--- src/rtl/hpdcache_mem_wr_merge_pkg.sv ---
// Memory write-interface types and widths shared by the write-merge stage and its bench.
package hpdcache_mem_wr_merge_pkg;

   localparam int unsigned MemAddrWidth = 56;
   localparam int unsigned MemLenWidth  = 8;
   localparam int unsigned MemIdWidth   = 4;
   localparam int unsigned MemDataWidth = 512;

   typedef struct packed {
      logic [MemAddrWidth-1:0] mem_req_addr;
      logic [MemLenWidth-1:0]  mem_req_len;
      logic [2:0]              mem_req_size;
      logic [MemIdWidth-1:0]   mem_req_id;
      logic [1:0]              mem_req_command;
      logic [3:0]              mem_req_atomic;
      logic                    mem_req_cacheable;
   } mem_req_t;

   typedef struct packed {
      logic [MemDataWidth-1:0]   mem_req_w_data;
      logic [MemDataWidth/8-1:0] mem_req_w_be;
      logic                      mem_req_w_last;
   } mem_req_w_t;

endpackage

--- src/rtl/hpdcache_mem_wr_merge_fifo.sv ---
// Register-based FIFO for pending write headers; ready/valid derive only from registered count.
module hpdcache_mem_wr_merge_fifo #(
   parameter int unsigned Depth = 4,
   parameter int unsigned Width = 8
) (
   input  logic             clk_i,
   input  logic             rst_ni,
   input  logic             w_i,
   output logic             wok_o,
   input  logic [Width-1:0] wdata_i,
   input  logic             r_i,
   output logic             rok_o,
   output logic [Width-1:0] rdata_o
);

   localparam int unsigned PtrW = $clog2(Depth);

   logic [Depth-1:0][Width-1:0] mem_q, mem_d;
   logic [PtrW-1:0]             wptr_q, wptr_d, rptr_q, rptr_d;
   logic [PtrW:0]               cnt_q, cnt_d;
   logic                        push, pop;

   assign wok_o   = (cnt_q != (PtrW+1)'(Depth));
   assign rok_o   = (cnt_q != '0);
   assign rdata_o = mem_q[rptr_q];
   assign push    = w_i & wok_o;
   assign pop     = r_i & rok_o;

   always_comb begin
      mem_d  = mem_q;
      wptr_d = wptr_q;
      rptr_d = rptr_q;
      cnt_d  = cnt_q;
      if (push) begin
         mem_d[wptr_q] = wdata_i;
         wptr_d        = wptr_q + PtrW'(1);
      end
      if (pop) begin
         rptr_d = rptr_q + PtrW'(1);
      end
      if (push && !pop) begin
         cnt_d = cnt_q + (PtrW+1)'(1);
      end else if (!push && pop) begin
         cnt_d = cnt_q - (PtrW+1)'(1);
      end
   end

   always_ff @(posedge clk_i or negedge rst_ni) begin
      if (!rst_ni) begin
         mem_q  <= '0;
         wptr_q <= '0;
         rptr_q <= '0;
         cnt_q  <= '0;
      end else begin
         mem_q  <= mem_d;
         wptr_q <= wptr_d;
         rptr_q <= rptr_d;
         cnt_q  <= cnt_d;
      end
   end

endmodule

--- src/rtl/hpdcache_mem_wr_merge.sv ---
// Joins the write-header and write-data channels into self-contained beats; the header
// len field decides where a burst ends, the data last flag is only checked against it.
module hpdcache_mem_wr_merge
   import hpdcache_mem_wr_merge_pkg::*;
#(
   parameter int unsigned HdrFifoDepth       = 4,
   parameter type         hpdcache_mem_req_t   = mem_req_t,
   parameter type         hpdcache_mem_req_w_t = mem_req_w_t,
   parameter int unsigned DataWidth          = hpdcache_mem_wr_merge_pkg::MemDataWidth,
   parameter int unsigned AddrWidth          = hpdcache_mem_wr_merge_pkg::MemAddrWidth,
   parameter int unsigned LenWidth           = hpdcache_mem_wr_merge_pkg::MemLenWidth
) (
   input  logic                clk_i,
   input  logic                rst_ni,
   input  logic                req_valid_i,
   output logic                req_ready_o,
   input  hpdcache_mem_req_t   req_i,
   input  logic                data_valid_i,
   output logic                data_ready_o,
   input  hpdcache_mem_req_w_t data_i,
   output logic                beat_valid_o,
   input  logic                beat_ready_i,
   output hpdcache_mem_req_t   beat_hdr_o,
   output hpdcache_mem_req_w_t beat_data_o,
   output logic                beat_first_o,
   output logic                len_err_o,
   output logic                idle_o
);

   localparam int unsigned HdrWidth  = $bits(hpdcache_mem_req_t);
   localparam int unsigned BeatBytes = DataWidth / 8;

   logic                fifo_rok, fifo_pop;
   logic [HdrWidth-1:0] fifo_rdata;
   hpdcache_mem_req_t   head;

   logic [LenWidth-1:0] beat_cnt_q, beat_cnt_d;
   logic                beat_valid_q, beat_valid_d;
   logic                beat_first_q, beat_first_d;
   logic                len_err_q, len_err_d;
   hpdcache_mem_req_t   beat_hdr_q, beat_hdr_d;
   hpdcache_mem_req_w_t beat_data_q, beat_data_d;
   logic                data_acc, last_c;

   hpdcache_mem_wr_merge_fifo #(
      .Depth (HdrFifoDepth),
      .Width (HdrWidth)
   ) u_hdr_fifo (
      .clk_i   (clk_i),
      .rst_ni  (rst_ni),
      .w_i     (req_valid_i),
      .wok_o   (req_ready_o),
      .wdata_i (req_i),
      .r_i     (fifo_pop),
      .rok_o   (fifo_rok),
      .rdata_o (fifo_rdata)
   );

   assign head         = hpdcache_mem_req_t'(fifo_rdata);
   // Data only moves when a header is at the head and the output slot frees this cycle.
   assign data_ready_o = fifo_rok & (~beat_valid_q | beat_ready_i);
   assign data_acc     = data_valid_i & data_ready_o;
   assign last_c       = (beat_cnt_q == head.mem_req_len);
   assign fifo_pop     = data_acc & last_c;

   always_comb begin
      beat_cnt_d   = beat_cnt_q;
      beat_valid_d = beat_valid_q;
      beat_first_d = beat_first_q;
      beat_hdr_d   = beat_hdr_q;
      beat_data_d  = beat_data_q;
      len_err_d    = 1'b0;
      if (data_acc) begin
         beat_valid_d            = 1'b1;
         beat_first_d            = (beat_cnt_q == '0);
         beat_hdr_d              = head;
         beat_hdr_d.mem_req_addr = head.mem_req_addr +
                                   AddrWidth'(beat_cnt_q) * AddrWidth'(BeatBytes);
         beat_data_d             = data_i;
         beat_data_d.mem_req_w_last = last_c;
         len_err_d               = (data_i.mem_req_w_last != last_c);
         beat_cnt_d              = last_c ? '0 : beat_cnt_q + LenWidth'(1);
      end else if (beat_ready_i) begin
         beat_valid_d = 1'b0;
      end
   end

   always_ff @(posedge clk_i or negedge rst_ni) begin
      if (!rst_ni) begin
         beat_cnt_q   <= '0;
         beat_valid_q <= 1'b0;
         beat_first_q <= 1'b0;
         len_err_q    <= 1'b0;
         beat_hdr_q   <= '0;
         beat_data_q  <= '0;
      end else begin
         beat_cnt_q   <= beat_cnt_d;
         beat_valid_q <= beat_valid_d;
         beat_first_q <= beat_first_d;
         len_err_q    <= len_err_d;
         beat_hdr_q   <= beat_hdr_d;
         beat_data_q  <= beat_data_d;
      end
   end

   assign beat_valid_o = beat_valid_q;
   assign beat_first_o = beat_first_q;
   assign beat_hdr_o   = beat_hdr_q;
   assign beat_data_o  = beat_data_q;
   assign len_err_o    = len_err_q;
   assign idle_o       = ~fifo_rok & (beat_cnt_q == '0) & ~beat_valid_q;

endmodule

--- config.mk ---
export PLATFORM = sky130hd
export DESIGN_NAME = hpdcache_mem_wr_merge
export DESIGN_NICKNAME = d
export VERILOG_FILES = /design/src/rtl/hpdcache_mem_wr_merge_pkg.sv /design/src/rtl/hpdcache_mem_wr_merge_fifo.sv /design/src/rtl/hpdcache_mem_wr_merge.sv
export SDC_FILE = /design/constraint.sdc
export NUM_CORES = 2
export LEC_CHECK = 0
export BUFFER_PORTS_ARGS = -buffer_cell sky130_fd_sc_hd__buf_4
export CAP_MARGIN = 20
export CORE_AREA = 2 2 508 510
export CTS_CLUSTER_SIZE = 40
export DETAILED_ROUTE_END_ITERATION = 8
export DIE_AREA = 0 0 510 512
export GPL_TIMING_DRIVEN = 0
export PLACE_DENSITY_LB_ADDON = 0.05
export SLEW_MARGIN = 10
export SYNTH_ARGS = -nofsm -noshare
export SYNTH_HDL_FRONTEND = slang
export SYNTH_SLANG_ARGS = --single-unit
export TNS_END_PERCENT = 10
--- constraint.sdc ---
create_clock -name clk_i -period 10.36 [get_ports clk_i]
set_input_delay 1.554 -clock clk_i [delete_from_list [all_inputs] [get_ports clk_i]]
set_output_delay 1.554 -clock clk_i [all_outputs]
set_load 0.01 [all_outputs]
After elaboration in Yosys (flattened, before gate mapping)
Cells that the tools add are included.
{"block": "classes", "addsub": 6, "order_cmp": 3, "n_eq_ne": 3, "muxes": 11, "n_bitwise": 10, "reduce_logical": 9}
{"cell": "312-bit bitwise mux", "count": 1}
{"cell": "78-bit binary-select mux with 2-bit select", "count": 1}
{"cell": "78-bit demux with 2-bit select", "count": 1}
{"cell": "78-bit 2-to-1 mux", "count": 2}
{"cell": "56-bit by 14-bit adder with 56-bit output", "count": 1}
{"cell": "8-bit by 1-bit adder with 8-bit output (second input constant)", "count": 1}
{"cell": "8-bit == test", "count": 1}
{"cell": "8-bit logical NOT", "count": 1}
{"cell": "8-bit 2-to-1 mux", "count": 1}
{"cell": "1-bit AND", "count": 7}
{"cell": "2-bit by 3-bit < comparator with 1-bit output (second input constant)", "count": 2}
{"cell": "3-bit 2-to-1 mux", "count": 2}
{"cell": "2-bit by 1-bit adder with 2-bit output (second input constant)", "count": 2}
{"cell": "2-bit nonzero test", "count": 2}
{"cell": "3-bit by 1-bit adder with 3-bit output (second input constant)", "count": 1}
{"cell": "1-bit logical AND", "count": 3}
{"cell": "1-bit 2-to-1 mux", "count": 3}
{"cell": "3-bit != test (second input constant)", "count": 1}
{"cell": "3-bit nonzero test", "count": 1}
{"cell": "3-bit by 1-bit subtractor with 3-bit output (second input constant)", "count": 1}
{"cell": "2-bit by 1-bit greater-or-equal comparator with 1-bit output (second input constant)", "count": 1}
{"cell": "1-bit logical NOT", "count": 2}
{"cell": "1-bit NOT", "count": 2}
{"cell": "1-bit != test", "count": 1}
{"cell": "1-bit bitwise OR", "count": 1}
{"block": "totals", "ff_bits": 985, "inputBits": 660, "out_inout_bits": 661, "word_cells": 63}

Depth between registers and ports, before layout
{"block": "depth", "word_depth": 9, "mapped_depth": 16, "mapped_depth_nobuf": 11}

Hierarchy
Synthesis repeated with hierarchy kept, for this count alone.
{"block": "hier_totals", "hier_cells": 3782, "hier_area_um2": 40358.7}
{"module": "hpdcache_mem_wr_merge", "instances": 1, "cells_each": 2992, "area_per_inst_um2": 26217.6, "seq_area_each_um2": 16666.0}
{"module": "hpdcache_mem_wr_merge_fifo", "instances": 1, "cells_each": 790, "area_per_inst_um2": 14141.1, "seq_area_each_um2": 7982.7}

Worst setup path after synthesis
Ideal clock, no wire load.
{"block": "synth_path", "path_type": "flip-flop to flip-flop", "from": "register u_hdr_fifo.rptr_q[1]", "to": "register beat_hdr_q, in the netlist beat_hdr_o[66]", "setup_ps": 82, "t_arrival_ps": 3762, "required_ps": 10278, "path_slack_ps": 6516, "path_stages_with_launch": 17, "path_buffers": 6, "period_less_slack_ps": 3844, "cell_sequence": "dfrtp_1 > buf_6 > buf_6 > buf_2 > buf_2 > clkbuf_1 > mux4_2 > ha_1 > inv_1 > fa_1 > nor2b_1 > o31a_1 > a41o_1 > clkbuf_1 > nand4_1 > or4_1 > a31oi_1"}
{"block": "synth_between", "elab_chain_len": 3}
{"item": "start, declared", "line": "hpdcache_mem_wr_merge_fifo.sv:19", "rtl": "logic [PtrW-1:0] wptr_q, wptr_d, rptr_q, rptr_d;"}
{"item": "start signal, assigned", "line": "hpdcache_mem_wr_merge_fifo.sv:57", "rtl": "rptr_q <= rptr_d;"}
{"item": "78-bit binary-select mux with 2-bit select", "line": "hpdcache_mem_wr_merge_fifo.sv:25", "rtl": "assign rdata_o = mem_q[rptr_q];"}
{"item": "78-bit 2-to-1 mux (implied by the code)", "line": "hpdcache_mem_wr_merge_fifo.sv:25"}
{"item": "56-bit by 14-bit adder with 56-bit output", "line": "hpdcache_mem_wr_merge.sv:77", "rtl": "beat_hdr_d.mem_req_addr = head.mem_req_addr +"}
{"item": "end signal, assigned", "line": "hpdcache_mem_wr_merge.sv:101", "rtl": "beat_hdr_q <= beat_hdr_d;"}
{"item": "end, declared", "line": "hpdcache_mem_wr_merge.sv:41", "rtl": "hpdcache_mem_req_t beat_hdr_q, beat_hdr_d;"}
No other way between the ends. The select of a mux whose other input is x is not followed.
A chain may end at the register's enable or synchronous reset.

Worst setup path in the final report
Same ends and word-level chain as after synthesis.

==> impl_metrics.yaml <==
worst_setup_path:
  cp_num_buf_inv: 7
  crit_slowest_cell: "clkbuf_1"
  crit_path_start_kind: "flop"
  r2r_end: "beat_hdr_o[66]"
  path_cells: "buf_6, buf_6, buf_2, buf_2, clkbuf_1, mux4_2, ha_1, inv_1, fa_1, nor2b_1, o31a_1, a41o_1, clkbuf_1, nand4_1, or4_1, a31oi_1"
  worstRegToRegCells: 16
  critPathMaxStageDelay_ps: 830
  worstSetupPathType: "flop to flop"
  path_delay_family: "buffers and inverters"
  worstSetupEndpointType: "flop"
  r2r_slack_ps: 4400
  r2r_start: "u_hdr_fifo.rptr_q[1]"
  required_ps: 11060
  path_max_fanout: 10
  cp.arrival_ps: 6670
detailed_routing:
  viasPerCell: 3.86
  drc: 0
  vias: 33805
  drtIter0Drc: 1999
  drtPass1Iterations: 5
  ant_nets: 0
  wl_per_cell_microns: 30.0
  wl_microns: 263000
place:
  port_buffers: 1320
  hpwlAfterDp_microns: 218000
  dp_slack_ps: 4180
  post-place-cells: 8474
  place.gp.congestion: 0.847
  dpl_cell_area_sq_um: 54600
global_route:
  antenna_found_initial: 193
  grt_use_total_pct: 19.6
  grt_pass1_wl_microns: 343000
  overflow: 0
  grt_pass1_vias: 34967
  grt_max_degree: 131
cells_and_area:
  num-nets-final: 5910
  area_delta_synth_final_pct: 47.6
  final_layout_size_suffix_gt1_share_pct: 36.7
  design_area_sq_um: 59100
  stdcell_count: 8747
logic_synthesis:
  synth-xor-area-share_pct: 1.05
  synthAdderAreaFrac_pct: 0.568
  ys_seq_area_share_pct: 61.5
  syn_nets: 4430
  synth_area_per_cell_sq_um: 10.7
  ys_async_sr_fraction_pct: 100
  synthDistinctLibCells: 62
  yosys.cell_count.top_type: "nand2_1"
  netlist_top_cells_area: "dfrtp_1, nand2_1, mux2_2"
  synth_ff_type: "dfrtp_1"
  synth_compound_area_share_pct: 1.31
  netlist.area_leader.share_pct: 61.5
  ys_ff_latch: 985
  yosysWarnings: 0
  synth_area_leader_cell: "dfrtp_1"
  syn_inst: 3753
  synth_top_family_by_area: "simple AND/OR/NAND/NOR gates"
  synth_common_cells: "nand2_1, dfrtp_1, mux2_2"
  syn-cell-area_sq_um: 40100
  synthSimpleGateAreaFrac_pct: 19.7
  synthMuxAreaShare_pct: 13.6
  synth_edf_count: 0
clock_tree:
  clock_latency_ps: 800
  cts_tree: "yes"
  cts_setup_buffers: 0
  h-tree-depth: 4
  cts_hold_buf: 0
  clock-sinks: 985
  cts-root-buf: "clkbuf_16"
  numCtsBuffers: 141
  clkSlewWorstSetupHoldPaths_ps: 60
  cts_resized: 0
  cts_buffer_depth: 3
die:
  start_util_pct: 15.7
  coreArea_sq_um: 256000
  io_pins: 1321
  die_y_microns: 512
  die_w_microns: 510
  dieArea_sq_um: 261000
  row_count: 186
run:
  drv_cap: 0
worst_hold_path:
  worstHoldStart: "beat_data_o[290]"
  min_path_type: "flop to flop"
  min_path_cells: 2
  hold_end: "beat_data_o[290]"
run_status:
  status: "completed"
timing:
  setup_viol: 0
  drv_slew: 0
  clock.fmax_mhz: 168
  worstMarginPinSlew_ps: 1060
  fin_crit_ps: 5960
  slew_headroom_pct: 29.4
  fin_ws_ps: 4400
  period_share_pct: 57.6
  whs_ps: 471
  hold_viol: 0
  clock_skew_ps: 37.4
  grt_setup_unrepaired: "no"
power:
  p_total_mw: 19.6
  powerDensity_nw_per_um2: 332
  ir_worst_vdd_mv: 0.154
  leakagePower_nw: 29.1
==> cell families after synthesis <==
logic type / after synthesis
xor gates and xnor gates: 48
buffers and inverters: 217
muxes: 401
adders and majority gates: 17
and+or+nand+nor: 2000
AOI/OAI and AO/OA: 85
DFF: 985
==> report_power, final <==
group	switching [mW]	leakage, nW	total [mW]	internal [mW]
clock	2.00	2.17	4.77	2.77
combinational	4.76	14.9	8.22	3.47
sequential	0.998	12.0	6.61	5.61
total	7.76	29.1	19.6	11.8
==> metal layers <==
layer | part of all wire, % | GRT usage (%)
met3 | 8.8 | 7.45
met4 | 2.3 | 4.43
met1 | 36 | 21.1
met5 | 0.11 | 0
met2 | 53 | 36.0
==> tightest hold or removal path, cell delays in order (launching register included) <==
cell,delay [ps]
dfrtp_1,330
nand2_1,50
nand2_1,60
==> cell type report <==
cell class	count	area, sq um
plain buffers	202	867
multi-input cells	2551	14500
inverters	15	56.3
flip-flops and latches	985	24600
repair buffers	1337	10300
clock inverters	30	318
clock buffers	213	4110
fillers	28012	197000
well taps	3384	4230
diodes	30	75.1
==> placed cells by master, fill, tap and decap left out, types with 4 or more instances in the layout <==
cell type,count
nand2_1,1868
clkbuf_8,25
dfrtp_1,985
and2_1,4
clkbuf_1,195
or3_1,6
diode_2,30
nor3_1,8
and3_1,7
mux4_2,64
mux2_2,321
buf_6,12
clkbuf_2,4
nor2_1,32
nand4_1,22
or4_1,5
clkinv_2,15
o31ai_1,7
buf_1,27
xor2_1,23
clkinv_8,5
buf_16,12
nor2b_1,6
o21ai_0,40
buf_2,8
nand3_1,13
and4_1,5
a31oi_1,16
buf_4,1319
mux4_1,13
ha_1,15
clkbuf_16,144
xnor2_1,25
inv_1,15
==> worst max-delay path by stage <==
stage                          from          endpoint  slack [ps]  cells past startpoint
2_1_floorplan  u_hdr_fifo.rptr_q[1]    beat_hdr_o[66]        6520                     16
3_3_place_gp                 rst_ni  beat_data_o[212]       -7000                      1
3_5_place_dp   u_hdr_fifo.rptr_q[1]    beat_hdr_o[66]        4180                     16
4_1_cts        u_hdr_fifo.rptr_q[1]    beat_hdr_o[66]        4190                     16
5_1_grt        u_hdr_fifo.rptr_q[1]    beat_hdr_o[66]        4030                     16
6_report       u_hdr_fifo.rptr_q[1]    beat_hdr_o[66]        4400                     16
==> registers in the layout, summed over array words and instances, names as in the netlist <==
| signal | count |
|---|---|
| beat_cnt_q | 8 |
| u_hdr_fifo.cnt_q | 3 |
| u_hdr_fifo.wptr_q | 2 |
| beat_hdr_o | 78 |
| u_hdr_fifo.mem_q | 312 |
| beat_valid_o | 1 |
| beat_data_o | 577 |
| beat_first_o | 1 |
| u_hdr_fifo.rptr_q | 2 |
| len_err_o | 1 |
==> through the flow <==
step                      utilization (%)  setup TNS, ps
after floorplan                         -              0
final                                23.1              0
after CTS                            23.1              0
after detailed placement             21.4              0
after global placement               21.2       -6434080
after global routing                 23.1              0
No activity file was read; power rests on OpenSTA's default activity.
